[src/rtl/wb_iomux.sv]
// Pipelined Wishbone fan-out to four I/O slaves in a single address region.
// Responses stay ordered by pinning one owning slave until its requests drain.
module wb_iomux #(
    parameter int unsigned         SEL_LSB   = 4,
    parameter logic [27-SEL_LSB:0] IO_REGION = '1
) (
    input  logic         i_clk,
    input  logic         i_reset,
    input  logic         i_wb_cyc,
    input  logic         i_wb_stb,
    input  logic         i_wb_we,
    input  logic [29:0]  i_wb_addr,
    input  logic [31:0]  i_wb_data,
    input  logic [3:0]   i_wb_sel,
    output logic         o_wb_ack,
    output logic         o_wb_stall,
    output logic         o_wb_err,
    output logic [31:0]  o_wb_data,
    output logic [3:0]   o_s_cyc,
    output logic [3:0]   o_s_stb,
    output logic         o_s_we,
    output logic [29:0]  o_s_addr,
    output logic [31:0]  o_s_data,
    output logic [3:0]   o_s_sel,
    input  logic [3:0]   i_s_ack,
    input  logic [3:0]   i_s_stall,
    input  logic [127:0] i_s_data
);

    logic [1:0] owner;
    logic       owner_valid;
    logic [3:0] outstanding;
    logic       err_pend;

    logic [1:0] target;
    logic       mapped;
    logic       busy;
    logic       hold;
    logic       accept;
    logic       accept_map;
    logic       accept_unmap;

    assign target = i_wb_addr[SEL_LSB+1:SEL_LSB];
    assign mapped = (i_wb_addr[29:SEL_LSB+2] == IO_REGION);
    assign busy   = (outstanding != 4'd0);

    // A request waits while another slave still owes responses, so acks
    // can never arrive out of order.
    assign hold = i_wb_stb && ((owner_valid && busy && (target != owner))
                               || (outstanding == 4'd15)
                               || (!mapped && busy)
                               || err_pend);

    assign o_wb_stall = hold || (i_wb_stb && mapped && i_s_stall[target]) || i_reset;

    assign accept       = i_wb_cyc && i_wb_stb && !o_wb_stall;
    assign accept_map   = accept && mapped;
    assign accept_unmap = accept && !mapped;

    always_comb begin
        o_s_stb = '0;
        o_s_cyc = '0;
        for (int unsigned k = 0; k < 4; k++) begin
            o_s_stb[k] = i_wb_cyc && i_wb_stb && mapped && !hold && !i_reset
                         && (target == k[1:0]);
            o_s_cyc[k] = i_wb_cyc && !i_reset
                         && ((owner_valid && (owner == k[1:0])) || o_s_stb[k]);
        end
    end

    assign o_wb_ack  = i_wb_cyc && !i_reset && owner_valid && busy && i_s_ack[owner];
    assign o_wb_data = o_wb_ack ? i_s_data[{owner, 5'd0} +: 32] : '0;
    assign o_wb_err  = err_pend && i_wb_cyc && !i_reset;

    assign o_s_we   = i_wb_we;
    assign o_s_addr = i_wb_addr;
    assign o_s_data = i_wb_data;
    assign o_s_sel  = i_wb_sel;

    always_ff @(posedge i_clk) begin
        if (i_reset) begin
            owner       <= '0;
            owner_valid <= 1'b0;
            outstanding <= '0;
            err_pend    <= 1'b0;
        end else if (!i_wb_cyc) begin
            owner_valid <= 1'b0;
            outstanding <= '0;
            err_pend    <= 1'b0;
        end else begin
            if (accept_map) begin
                owner       <= target;
                owner_valid <= 1'b1;
            end
            case ({accept_map, o_wb_ack})
                2'b10:   outstanding <= outstanding + 4'd1;
                2'b01:   outstanding <= outstanding - 4'd1;
                default: outstanding <= outstanding;
            endcase
            err_pend <= accept_unmap;
        end
    end

endmodule
[config.mk]
export PLATFORM = sky130hd
export DESIGN_NAME = wb_iomux
export DESIGN_NICKNAME = d
export VERILOG_FILES = /design/src/rtl/wb_iomux.sv
export SDC_FILE = /design/constraint.sdc
export NUM_CORES = 1
export LEC_CHECK = 0
export BUFFER_PORTS_ARGS = -buffer_cell sky130_fd_sc_hd__buf_2
export CORE_AREA = 2 2 124 126
export CTS_CLUSTER_SIZE = 25
export DETAILED_ROUTE_END_ITERATION = 10
export DIE_AREA = 0 0 126 128
export GPL_TIMING_DRIVEN = 0
export PLACE_DENSITY_LB_ADDON = 0.25
export SYNTH_ARGS = -nofsm -noshare
export SYNTH_HDL_FRONTEND = slang
export SYNTH_SLANG_ARGS = --single-unit
[constraint.sdc]
create_clock -name i_clk -period 3.4 [get_ports i_clk]
set_input_delay 0.17 -clock i_clk [delete_from_list [all_inputs] [get_ports i_clk]]
set_output_delay 0.17 -clock i_clk [all_outputs]
set_load 0.01 [all_outputs]
==> flow_summary.toml <==
[worst_setup_path]
critPathSlowestCell = "mux4_2"
path_cells = "buf_2, mux4_2, nand4_1, clkbuf_2, inv_1, ha_1, ha_1, a21o_1, a21oi_1, xnor2_1, or3_1, a21oi_1"
crit_type = "reg -> reg"
worst_setup_path_start_kind = "flip-flop"
crit_path_max_fanout = 10
arrival_ns = 3.22
required_ns = 3.56
slowest_delay_ns = 0.41
endpoint_kind = "flip-flop"

[timing]
fmax_mhz = 326.6
setup_viol = 0
final.setup.worst_slack_ns = 0.3385
tightest_slew_ns = 0.6288
finalMaxSlewViolations = 0
fin_crit_sh = 0.9005
rsz0062_at_grt = "false"
maxSlewHeadroom = 0.5808
finalHoldViolCount = 0
finClkSkew_ns = 0.0002528
fin_crit_ns = 3.062

[placement]
hpwl_um = 8750
pre_cts_slack_ns = -0.1781
dp.cells = 692
io_buffers = 274
place_congestion = 0.7639

[yosys]
synth.area.top_cells = "mux4_2, buf_4, nor2b_1"
yosysTopAreaCellShare = 0.3469
synth_warnings = 0
syn-num-nets = 441
avgSynthCellArea_um2 = 9.596
async_flop_share = 0
ys.flop_type = "dfxtp_1"
netlist_instances = 230
synth_seq_cells = 8
ys_seq_area_frac = 0.07256
synth_area_um2 = 2207
synth_enable_flop_cells = 0
netlist-cell-type-count = 36
synth_top_cell_by_area = "mux4_2"

[global_routing]
grt_pass1_vias = 2681
antenna_found_initial = 0
grt_pass1_wl_um = 13840
grt_max_degree = 11
grt_usage = 0.1074
overflow = 0

[drt]
vias = 2829
drc_errors = 0
drt_iter0_markers = 111
first_pass_iters = 4
wl_um = 9904
post_drt_wl_per_cell_um = 14.23
vias_per_cell = 4.065
drt.antenna.violating_nets = 0

[layout]
finalNonFillerCells = 696
fin_nets = 721
drive_gt1_frac = 0.7717
num_antenna_cells = 0
fill_cells = 1664
area_growth_pct = 76.59

[clock_network]
cts_tree = "built"
cts-hold-fix-buffers = 0
numCtsBuffers = 3
clk_pin_slew_ns = 0.04
cts_root_buffer = "clkbuf_16"
htree_levels = 1
clock_path_buffers = 2
worstSkewPairLatency_ns = 0.23
cts.sinks = 8

[hold_path]
hold_class = "in -> reg"

[power]
power.total_uw = 563.9
power_density_nw_per_um2 = 144.7
ir_drop_mv = 0.1527
leakage_nw = 2.039

[die]
dieArea_um2 = 16130
rows = 45
die_h_um = 128
chipWidth_um = 126
initial_core_util = 0.1485
boundaryPins = 317
core_area_um2 = 14860

[run]
cap_viol_max_count = 0

[run_status]
status = "finished clean"
## sequential cells by signal, indices dropped and copies added, names as in the netlist
name / count
owner_valid: 1
outstanding: 4
owner: 2
err_pend: 1
## where the power goes
group	switching [mW]	internal, mW
Clock	0.0428	0.151
Sequential	0.000219	0.0949
Combinational	0.0966	0.178
## metrics by stage
| step | util | setup TNS (ns) | hold slack (ns) | instance area [um^2] |
|---|---|---|---|---|
| 6_report | 0.2622 | 0 | 0.1887 | 3897 |
| 3_3_place_gp | 0.2566 | -0.04961 | 0.4385 | 3814 |
| 5_1_grt | 0.2622 | 0 | 0.2159 | 3897 |
| 3_5_place_dp | 0.2566 | -0.1781 | 0.4331 | 3814 |
| 4_1_cts | 0.2617 | 0 | 0.1928 | 3890 |
| 2_1_floorplan | - | 0 | 0.2391 | 2207 |
## placed cells by master, fill, tap and decap left out, types with 2 or more instances in the layout
cell / Yosys / final
a21o_1: 3 / 3
clkbuf_1: 6 / 5
nand2_1: 3 / 3
nor2_1: 9 / 9
buf_4: 68 / 69
inv_1: 6 / 6
mux4_2: 34 / 34
nand3_1: 5 / 5
nor3_1: 2 / 2
ha_1: 3 / 3
o21ai_0: 3 / 3
a21oi_1: 7 / 7
buf_2: 5 / 279
o21bai_1: 2 / 2
dfxtp_1: 8 / 8
clkbuf_16: 0 / 3
nand2b_1: 3 / 3
nand4_1: 8 / 8
nor2b_1: 33 / 33
xor2_1: 4 / 4
nor4_2: 2 / 2
## metal layers
layer / routed length [um] / global-route usage / up-vias
li1: - / - / 1335
met3: 919 / 0.02838 / 0
met2: 5334 / 0.2052 / 164
met4: 0 / 0.005818 / 0
met1: 3650 / 0.1259 / 1330
met5: 0 / 0 / -
## path summary, 6_finish.rpt
| check | from | to | slack, ns | cells after the start |
|---|---|---|---|---|
| setup / recovery | owner[1] | outstanding[3] | 0.34 | 12 |
| hold / removal | i_reset | owner[1] | 0.19 | 2 |
| setup reg to reg | owner[1] | outstanding[3] | 0.34 | 12 |
| hold reg to reg | outstanding[3] | outstanding[3] | 0.51 | 2 |
## what timing repair did
item                       4_1_cts  5_1_grt
gates resized for setup          1        0
buffers inserted                 0        1
pin swaps                        0        1
setup endpoints to repair        1        1
## area by class of cell
cell class	count	area (um^2)	area share
timing repair buffer	275	1379	0.3538
inverter	6	22.52	0.005778
clock buffer	3	75.07	0.01926
multi-input combinational	137	1466	0.3762
tap	188	235.2	0.06035
sequential	8	160.2	0.04109
buffer	79	559.3	0.1435
## cell usage after synthesis (all sizes together) (2+ instances only)
master / count
a21o: 3
clkbuf: 6
nor4: 3
o21ai: 3
nor3: 3
nor2b: 33
xor2: 4
dfxtp: 8
inv: 6
nand2b: 3
ha: 3
nand4: 8
buf: 73
o21bai: 2
nor2: 9
nand2: 3
a21oi: 7
mux4: 34
nand3: 5
## cell families after synthesis
kind of cell | synth area share
adders and majority gates | 0.02608
DFF | 0.07256
buffers and inverters | 0.2630
muxes | 0.3515
xor gates and xnor gates | 0.01984
AOI/OAI and AO/OA | 0.05499
and+or+nand+nor | 0.2120
## worst max-delay path, delay by kind of cell, from the launching register on
kind | cells | cell delay (ns)
buffers and inverters | 3 | 0.64
adder cells (fa/ha/maj) | 2 | 0.52
AO/OA/AOI/OAI | 3 | 0.51
AND/OR/NAND/NOR | 2 | 0.50
multiplexers | 1 | 0.41
flip-flops | 1 | 0.29
XOR/XNOR | 1 | 0.11
Note: power is estimated with default switching activity, not from simulation.
